<file path="config.mk">
export PLATFORM = sky130hd
export DESIGN_NAME = microwave_sequencer_flat
export DESIGN_NICKNAME = d
export VERILOG_FILES = /design/src/rtl/microwave_sequencer_if.sv /design/src/rtl/microwave_sequencer.sv /design/src/flat_wrapper.sv
export SDC_FILE = /design/constraint.sdc
export NUM_CORES = 1
export LEC_CHECK = 0
export ABC_AREA = 1
export CORE_MARGIN = 8
export CORE_UTILIZATION = 35
export DETAILED_ROUTE_END_ITERATION = 10
export PLACE_DENSITY = 0.58
export RECOVER_POWER = 100
export REMOVE_ABC_BUFFERS = 1
export SYNTH_ARGS = -nofsm -noshare
export SYNTH_HDL_FRONTEND = slang
export SYNTH_SLANG_ARGS = --single-unit
export TNS_END_PERCENT = 1
</file>
<file path="constraint.sdc">
create_clock -name clk -period 1.8 [get_ports clk]
set_input_delay 0.36 -clock clk [delete_from_list [all_inputs] [get_ports clk]]
set_output_delay 0.36 -clock clk [all_outputs]
set_load 0.05 [all_outputs]
</file>
<file path="src/rtl/microwave_sequencer_if.sv">
// Front-panel and status signals of the microwave cook sequencer.
// master = panel side driving requests, slave = sequencer.
interface microwave_sequencer_if;
    logic        startn;
    logic        stopn;
    logic        clearn;
    logic        door_closed;
    logic        digit_valid;
    logic [3:0]  digit;
    logic        mag;
    logic        timer_done;
    logic [15:0] time_bcd;
    logic [2:0]  state;
    logic        beep;

    modport master (
        output startn, stopn, clearn, door_closed, digit_valid, digit,
        input  mag, timer_done, time_bcd, state, beep
    );

    modport slave (
        input  startn, stopn, clearn, door_closed, digit_valid, digit,
        output mag, timer_done, time_bcd, state, beep
    );
endinterface

</file>
<file path="src/rtl/microwave_sequencer.sv">
// Cook sequencer: keypad BCD MM:SS entry, 1 Hz countdown, magnetron enable.
// Optional done beep with auto-return to IDLE when MW_DONE_BEEP_EN is defined.
module microwave_sequencer #(
    parameter int unsigned TICK_DIV    = 50_000_000,
    parameter int unsigned BEEP_CYCLES = 1000
) (
    input logic                   clk,
    input logic                   rst,
    microwave_sequencer_if.slave  bus
);
    typedef enum logic [2:0] {
        S_IDLE  = 3'd0,
        S_SET   = 3'd1,
        S_COOK  = 3'd2,
        S_PAUSE = 3'd3,
        S_DONE  = 3'd4
    } state_t;

    localparam int unsigned PW = (TICK_DIV > 2) ? $clog2(TICK_DIV) : 1;

    state_t          r_state;
    logic [15:0]     r_time;
    logic [PW-1:0]   r_presc;
    logic            r_timer_done;
    logic [15:0]     w_dec;
    logic            w_tick;
    logic            w_digit_ok;

`ifdef MW_DONE_BEEP_EN
    localparam int unsigned BW = $clog2(BEEP_CYCLES + 1);
    logic [BW-1:0]   r_beep_cnt;
    logic            r_beep;
`endif

    assign w_tick     = (r_presc == PW'(TICK_DIV - 1));
    assign w_digit_ok = bus.digit_valid && (bus.digit <= 4'd9);

    // BCD MM:SS decrement; seconds wrap 00->59 but larger entered values count down as-is.
    always_comb begin
        w_dec = r_time;
        if (r_time[3:0] != 4'd0) begin
            w_dec[3:0] = r_time[3:0] - 4'd1;
        end else begin
            w_dec[3:0] = 4'd9;
            if (r_time[7:4] != 4'd0) begin
                w_dec[7:4] = r_time[7:4] - 4'd1;
            end else begin
                w_dec[7:4] = 4'd5;
                if (r_time[11:8] != 4'd0) begin
                    w_dec[11:8] = r_time[11:8] - 4'd1;
                end else begin
                    w_dec[11:8]  = 4'd9;
                    w_dec[15:12] = r_time[15:12] - 4'd1;
                end
            end
        end
    end

    // Strict request priority: the highest asserted request consumes the cycle.
    always_ff @(posedge clk) begin
        if (rst) begin
            r_state      <= S_IDLE;
            r_time       <= '0;
            r_presc      <= '0;
            r_timer_done <= 1'b0;
`ifdef MW_DONE_BEEP_EN
            r_beep       <= 1'b0;
            r_beep_cnt   <= '0;
`endif
        end else begin
            r_timer_done <= 1'b0;
`ifdef MW_DONE_BEEP_EN
            r_beep       <= 1'b0;
`endif
            if (!bus.clearn) begin
                r_state <= S_IDLE;
                r_time  <= '0;
            end else begin
                unique case (r_state)
                    S_IDLE: begin
                        if (bus.stopn && bus.startn && w_digit_ok) begin
                            r_time  <= {r_time[11:0], bus.digit};
                            r_state <= S_SET;
                        end
                    end
                    S_SET: begin
                        if (!bus.stopn) begin
                            r_state <= S_IDLE;
                            r_time  <= '0;
                        end else if (!bus.startn) begin
                            if (bus.door_closed && (r_time != '0)) begin
                                r_state <= S_COOK;
                                r_presc <= '0;
                            end
                        end else if (w_digit_ok) begin
                            r_time <= {r_time[11:0], bus.digit};
                        end
                    end
                    S_COOK: begin
                        if (!bus.stopn || !bus.door_closed) begin
                            r_state <= S_PAUSE;
                        end else if (w_tick) begin
                            r_presc <= '0;
                            r_time  <= w_dec;
                            if (w_dec == '0) begin
                                r_state      <= S_DONE;
                                r_timer_done <= 1'b1;
`ifdef MW_DONE_BEEP_EN
                                r_beep       <= 1'b1;
                                r_beep_cnt   <= BW'(BEEP_CYCLES - 1);
`endif
                            end
                        end else begin
                            r_presc <= r_presc + PW'(1);
                        end
                    end
                    S_PAUSE: begin
                        if (!bus.stopn) begin
                            r_state <= S_IDLE;
                            r_time  <= '0;
                        end else if (!bus.startn && bus.door_closed) begin
                            r_state <= S_COOK;
                            r_presc <= '0;
                        end
                    end
                    S_DONE: begin
                        if (!bus.stopn || !bus.door_closed) begin
                            r_state <= S_IDLE;
                            r_time  <= '0;
                        end else if (bus.startn && w_digit_ok) begin
                            r_time  <= {12'h000, bus.digit};
                            r_state <= S_SET;
                        end
`ifdef MW_DONE_BEEP_EN
                        else if (r_beep_cnt == '0) begin
                            r_state <= S_IDLE;
                        end else begin
                            r_beep     <= 1'b1;
                            r_beep_cnt <= r_beep_cnt - BW'(1);
                        end
`endif
                    end
                    default: begin
                        r_state <= S_IDLE;
                        r_time  <= '0;
                    end
                endcase
            end
        end
    end

    // Door gating is combinational so opening the door drops mag before the PAUSE edge.
    assign bus.mag        = (r_state == S_COOK) && bus.door_closed;
    assign bus.timer_done = r_timer_done;
    assign bus.time_bcd   = r_time;
    assign bus.state      = r_state;
`ifdef MW_DONE_BEEP_EN
    assign bus.beep       = r_beep;
`else
    assign bus.beep       = 1'b0;
`endif
endmodule

</file>
<file path="src/flat_wrapper.sv">
// flat-port wrapper written by rule: the top's interface ports become plain ports
module microwave_sequencer_flat 
#(
    parameter int unsigned TICK_DIV    = 50_000_000,
    parameter int unsigned BEEP_CYCLES = 1000
)
  (clk, rst, bus_startn, bus_stopn, bus_clearn, bus_door_closed, bus_digit_valid, bus_digit, bus_mag, bus_timer_done, bus_time_bcd, bus_state, bus_beep);
  microwave_sequencer_if bus_i ();
  input logic clk;
  input logic rst;
  input wire logic [$bits(bus_i.startn)-1:0] bus_startn;
  input wire logic [$bits(bus_i.stopn)-1:0] bus_stopn;
  input wire logic [$bits(bus_i.clearn)-1:0] bus_clearn;
  input wire logic [$bits(bus_i.door_closed)-1:0] bus_door_closed;
  input wire logic [$bits(bus_i.digit_valid)-1:0] bus_digit_valid;
  input wire logic [$bits(bus_i.digit)-1:0] bus_digit;
  output wire logic [$bits(bus_i.mag)-1:0] bus_mag;
  output wire logic [$bits(bus_i.timer_done)-1:0] bus_timer_done;
  output wire logic [$bits(bus_i.time_bcd)-1:0] bus_time_bcd;
  output wire logic [$bits(bus_i.state)-1:0] bus_state;
  output wire logic [$bits(bus_i.beep)-1:0] bus_beep;
  assign bus_i.startn = bus_startn;
  assign bus_i.stopn = bus_stopn;
  assign bus_i.clearn = bus_clearn;
  assign bus_i.door_closed = bus_door_closed;
  assign bus_i.digit_valid = bus_digit_valid;
  assign bus_i.digit = bus_digit;
  assign bus_mag = bus_i.mag;
  assign bus_timer_done = bus_i.timer_done;
  assign bus_time_bcd = bus_i.time_bcd;
  assign bus_state = bus_i.state;
  assign bus_beep = bus_i.beep;
  microwave_sequencer #(.TICK_DIV(TICK_DIV), .BEEP_CYCLES(BEEP_CYCLES)) u_core (.clk(clk), .rst(rst), .bus(bus_i));
endmodule
</file>
==> results of run 1 <==
[registers in the layout (all words and copies together), names as in the netlist]
signal and count:
u_core.r_presc 26, u_core.bus.time_bcd 16, u_core.bus.state 3, u_core.bus.timer_done 1
[metal layers]
| metal | part of all wire | track usage | vias to the layer above |
|---|---|---|---|
| li1 | - | - | 1906 |
| met1 | 0.50 | 0.228 | 1684 |
| met2 | 0.43 | 0.227 | 118 |
| met3 | 0.057 | 0.0189 | 9 |
| met4 | 0.013 | 0.0477 | 0 |
| met5 | 0 | 0 | - |
[cell usage in the layout, fill, tap and decap left out, drive strengths merged]
cell type and n:
o21a 1, nand3 31, inv 60, buf 103, a311oi 1, nor3 21, o21ai 28, nand4 14
nor4b 1, or2 1, dfxtp 46, nand2 158, ha 3, and3 1, clkinv 3, clkbuf 26
a21oi 33, a211oi 2, nor3b 3, nand3b 3, conb 1, dlymetal6s2s 7, nor4 4, nor2 76
o22ai 2, xor2 8, clkdlybuf4s50 3
[synth_stat cells, types with 4 or more instances]
library cell | instances | share of area
nand2_1 | 149 | 0.18
nor2_1 | 72 | 0.086
inv_1 | 58 | 0.069
dfxtp_1 | 46 | 0.29
a21oi_1 | 33 | 0.052
nand3_1 | 31 | 0.049
o21ai_0 | 22 | 0.035
nor3_1 | 16 | 0.025
nand4_1 | 13 | 0.026
xor2_1 | 8 | 0.022
o21ai_1 | 6 | 0.0095
nand2_4 | 5 | 0.018
buf_4 | 4 | 0.0095
nand2_2 | 4 | 0.0079
nor3_2 | 4 | 0.013
nor4_1 | 4 | 0.0079
[kinds of logic after synthesis]
group	after synthesis	synth area share
simple gates	313	0.458
buf+inv	73	0.0994
compound gates	67	0.116
flops	46	0.292
xor+xnor	8	0.0222
fa+ha+maj	3	0.0119
other cells	1	0.00119
[timing repair]
action,4_1_cts,5_1_grt
resized for setup,9,70
endpoints found under the setup margin,42,47
hold buffers,0,0
pin swaps,3,28
setup buffers,1,11
[worst register-to-register path, cell delays in order (launching register included)]
cell	delay, ns
dfxtp_2	0.37
ha_4	0.15
nand3_4	0.08
nor2_4	0.15
nand2_4	0.08
nor3_4	0.18
nand4_1	0.17
buf_4	0.19
buf_4	0.13
o21ai_1	0.12
nand2_1	0.06
nor2_1	0.07
[power groups by stage]
stage	Combinational (µW)	Sequential [µW]	Clock, µW
after floorplan	542	1150	0
after global placement	1190	1080	0
after detailed placement	1190	1080	0
after CTS	1210	1060	697
after global routing	1440	1070	732
final	1330	1060	676
[layout make-up]
class / count / area (µm²)
multi-input combinational: 392 / 2110
clock inverter: 1 / 5.00
fill: 889 / 4150
inverter: 62 / 245
clock buffer: 7 / 86.3
tap: 108 / 135
sequential: 46 / 937
timing repair buffer: 132 / 1060
[metrics by stage]
step | std cells | worst slack [ns] | TNS [ns] | hold slack (ns) | power (µW)
after CTS | 737 | -0.0745 | -1.13 | 0.516 | 2970
after global routing | 748 | -0.109 | -1.02 | 0.513 | 3240
after global placement | 728 | -0.411 | -13.61 | 0.497 | 2270
final | 748 | -0.0133 | -0.0133 | 0.478 | 3070
after floorplan | 500 | -0.571 | -17.56 | 0.429 | 1690
after detailed placement | 728 | -0.403 | -14.68 | 0.502 | 2270
[worst paths after layout]
| path | startpoint | end | cells after the start |
|---|---|---|---|
| worst max-delay path | u_core.r_presc[1] | u_core.r_presc[14] | 11 |
| worst min-delay path | bus_digit[1] | u_core.bus.time_bcd[1] | 5 |
| worst min register to register | u_core.r_presc[22] | u_core.r_presc[22] | 2 |
| worst max register to register | u_core.r_presc[1] | u_core.r_presc[14] | 11 |
==> reports/results.tsv, run 1 <==
metric	value	unit
diodes	0	
p_comb_frac	0.433	
crit_top_cell	buf_4	
violations	negative setup slack	
initial_core_util	0.362	
io_buffers	31	
core	8720	µm²
p_sw_frac	0.372	
num-nets-final	653	
ys_ff_latch	46	
clock_sinks	46	
place_area	4220	µm²
leakage	0.00196	µW
layout-drive-gt1-share	0.305	
synthCells	511	
drt_iter0_markers	223	
ant_nets	0	
crit_type	reg2reg	
synth.avg_cell_area	6.18	µm²
clkPwrFrac	0.220	
crit_family	simple AND/OR/NAND/NOR gates	
num_vias	3717	
grt_pass1_wl	16.4	mm
area_growth	44.8	%
fmax	0.551	GHz
clock_latency	0.30	ns
row_count	34	
seqPwrFrac	0.346	
maxCapViolations	0	
p_int	1930	µW
reg2reg_slack	-0.01	ns
final_max_slew_viol_count	0	
design_area	4570	µm²
dr.pass1.iters	5	
worst_pin_slew	0.611	ns
min_path_type	in2reg	
endpoint_kind	register	
drcViolationCount	0	
yosysWarnings	0	
dieArea	12300	µm²
synth_sequential_area_ratio	0.292	
synthArstFlopShare	0	
wl_per_cell	13.7	µm
wl	10.2	mm
track_usage	0.155	
viasPerCell	4.97	
grt.overflow.total	0	
slowest_delay	0.37	ns
cp_max_fo	3	
hold_viol	0	
status	finished, violations left	
cellPowerDensity	671	nW/µm²
cts_buffers	5	
cp-start-kind	register	
worstPathCellList	ha_4 -> nand3_4 -> nor2_4 -> nand2_4 -> nor3_4 -> nand4_1 -> buf_4 -> buf_4 -> o21ai_1 -> nand2_1 -> nor2_1	
setup_violations	1	
crit_arrival	2.05	ns
ioPinCount	33	
die_w	111	µm
worst_slack	-0.0133	ns
tritoncts	yes	
rsz0062_at_grt	true	
finalCritPeriodShare	1.01	
min_period	1.81	ns
skew	0.00619	ns
mappedNetlistArea	3160	µm²
slowest_stage	dfxtp_2	
root_buffer	clkbuf_8	
first_global_vias	3450	
peakVddDrop	0.412	mV
switchingPower	1140	µW
synth_edf_count	0	
required	2.04	ns
ys.flop_type	dfxtp_1	
hpwl	7.67	mm
antenna_found_initial	0	
grt_max_degree	17	
finish.utilization	0.525	
slew_headroom	0.594	
crit_buf_inv	2	
htreeDepth	2	
clkTransAtPathRegs	0.09	ns
synth_cell_types	40	
die_h	111	µm
gp_congestion	0.880	
clk_path_buf_depth	2	
Power figures use the tool's default switching activity.
==> inputs of run 2 (changes only) <==
Settings changed: CORE_MARGIN 8 to unset, SKIP_CTS_REPAIR_TIMING set to 1.
==> run 2 against run 1 <==
Compared with the run above:
- the flow still finishes with violations (negative setup slack)
- final cell count down 2.1%
- clock power up 1%
- largest cell class unchanged
- first-iteration DRC count down 9.9%
- critical path type unchanged
- sequential share of layout area up 0.50 points
==> reports/results.tsv, run 2 (synthesis results as in run 1) <==
metric	value	unit	change
status	finished, violations left		unchanged
violations	negative setup slack		unchanged
crit_arrival	2.12	ns	was 2.05 ns
num-nets-final	637		was 653
endpoint_kind	register		unchanged
layout_common_cells	nand2_1, buf_4, nor2_1, inv_1, dfxtp_1		unchanged
wl	9.68	mm	was 10.2 mm
final_max_slew_viol_count	0		unchanged
min_period	1.88	ns	was 1.81 ns
clkPwrFrac	0.231		was 0.220
wl_per_cell	13.2	µm	was 13.7 µm
cp-start-kind	register		unchanged
grt_max_degree	22		was 17
leakage	0.00186	µW	was 0.00196 µW
die_h	97.0	µm	was 111 µm
crit_type	reg2reg		unchanged
seqPwrFrac	0.360		was 0.346
holdWs	0.526	ns	was 0.478 ns
antenna_found_initial	0		unchanged
p_sw_frac	0.379		was 0.372
hold_viol	0		unchanged
final_common_cell	nand2_1		unchanged
power	2960	µW	was 3070 µW
place_inst	721		was 728
rsz0062_at_grt	true		unchanged
row_count	34		unchanged
maxCapViolations	0		unchanged
grt_pass1_wl	16.2	mm	was 16.4 mm
gp_congestion	0.888		was 0.880
clkTransAtPathRegs	0.09	ns	about the same
hpwl	7.30	mm	was 7.67 mm
num_vias	3612		was 3717
finalCritPeriodShare	1.04		was 1.01
cellPowerDensity	668	nW/µm²	was 671 nW/µm²
min_path_type	reg2reg		was in2reg
peakVddDrop	0.302	mV	was 0.412 mV
worst_pin_slew	0.602	ns	was 0.611 ns
dieArea	9410	µm²	was 12300 µm²
drt_iter0_markers	201		was 223
io_buffers	31		unchanged
worst_slack	-0.0809	ns	was -0.0133 ns
layout-drive-gt1-share	0.279		was 0.305
p_comb_frac	0.409		was 0.433
cp_max_fo	3		unchanged
stdcell_count	732		was 748
fmax	0.532	GHz	was 0.551 GHz
first_global_vias	3405		was 3450
diodes	0		unchanged
skew	0.00553	ns	was 0.00619 ns
ioPinCount	33		unchanged
tritoncts	yes		unchanged
setup_violations	6		was 1
p_int	1840	µW	was 1930 µW
largest_reg_flops	26		unchanged
clock_latency	0.30	ns	about the same
required	2.04	ns	about the same
area_growth	40.3	%	was 44.8%
grt.overflow.total	0		unchanged
dr.pass1.iters	5		unchanged
die_w	97.0	µm	was 111 µm
initial_core_util	0.362		unchanged
viasPerCell	4.93		was 4.97
root_buffer	clkbuf_8		unchanged
clk_path_buf_depth	2		unchanged
track_usage	0.211		was 0.155
cts_buffers	5		unchanged
core	8720	µm²	unchanged
drcViolationCount	0		unchanged
largest_register	u_core.r_presc		unchanged
slew_headroom	0.601		was 0.594
clock_sinks	46		unchanged
ant_nets	0		unchanged
switchingPower	1120	µW	was 1140 µW
htreeDepth	2		unchanged
-- run 2: cell count changes in the layout (fill, tap and decap cells not counted), sizes merged --
cell | previous run | this run
clkinv | 3 | 2
inv | 60 | 61
clkdlybuf4s50 | 3 | 6
buf | 103 | 87
dlymetal6s2s | 7 | 4
-- run 2: power by group through the flow --
stage | Sequential, µW | Clock (µW) | Combinational, µW
finish | 1060 | 683 | 1210
floorplan | 1150 | 0 | 542
detailed placement | 1080 | 0 | 1140
global placement | 1080 | 0 | 1130
global route | 1070 | 763 | 1330
CTS | 1060 | 717 | 1140
-- run 2: final timing paths --
kind	start	to	slack [ns]	depth (start not counted)
setup / recovery	u_core.r_presc[0]	u_core.r_presc[24]	-0.08	10
hold reg to reg	u_core.r_presc[22]	u_core.r_presc[22]	0.53	2
setup reg to reg	u_core.r_presc[0]	u_core.r_presc[24]	-0.08	10
hold / removal	u_core.r_presc[22]	u_core.r_presc[22]	0.53	2
-- run 2: per-stage QoR --
stage / setup TNS [ns] / worst slack, ns / area (µm²) / utilization
floorplan: -17.56 / -0.571 / 3080 / -
finish: -0.223 / -0.0809 / 4430 / 0.508
detailed placement: -12.58 / -0.350 / 4170 / 0.478
CTS: -3.68 / -0.218 / 4260 / 0.488
global placement: -11.43 / -0.312 / 4170 / 0.478
global route: -2.88 / -0.238 / 4430 / 0.508
-- run 2: area by class of cell --
type	instances	area (µm²)
inverters	62	250
multi-input cells	392	2100
flip-flops and latches	46	930
repair buffers	116	920
clock inverters	1	5.00
well taps	108	135
fillers	875	4290
clock buffers	7	86.3
-- run 2: worst max-delay path, stage by stage, from the launching register on --
cell     delay [ns]
dfxtp_2        0.36
ha_4           0.15
nand3_4        0.09
nor2_4         0.14
nand2_4        0.08
nor3_4         0.22
nand4_1        0.21
nor2_2         0.20
nand2_1        0.10
o21ai_1        0.11
nor3b_2        0.15
-- run 2: per-layer routing --
layer / track usage / vias to the layer above / routed length [µm]
met5: 0 / - / 0
met4: 0.0643 / 0 / 93
met3: 0.0296 / 5 / 367
met2: 0.318 / 79 / 4220
met1: 0.308 / 1659 / 4990
li1: - / 1869 / -
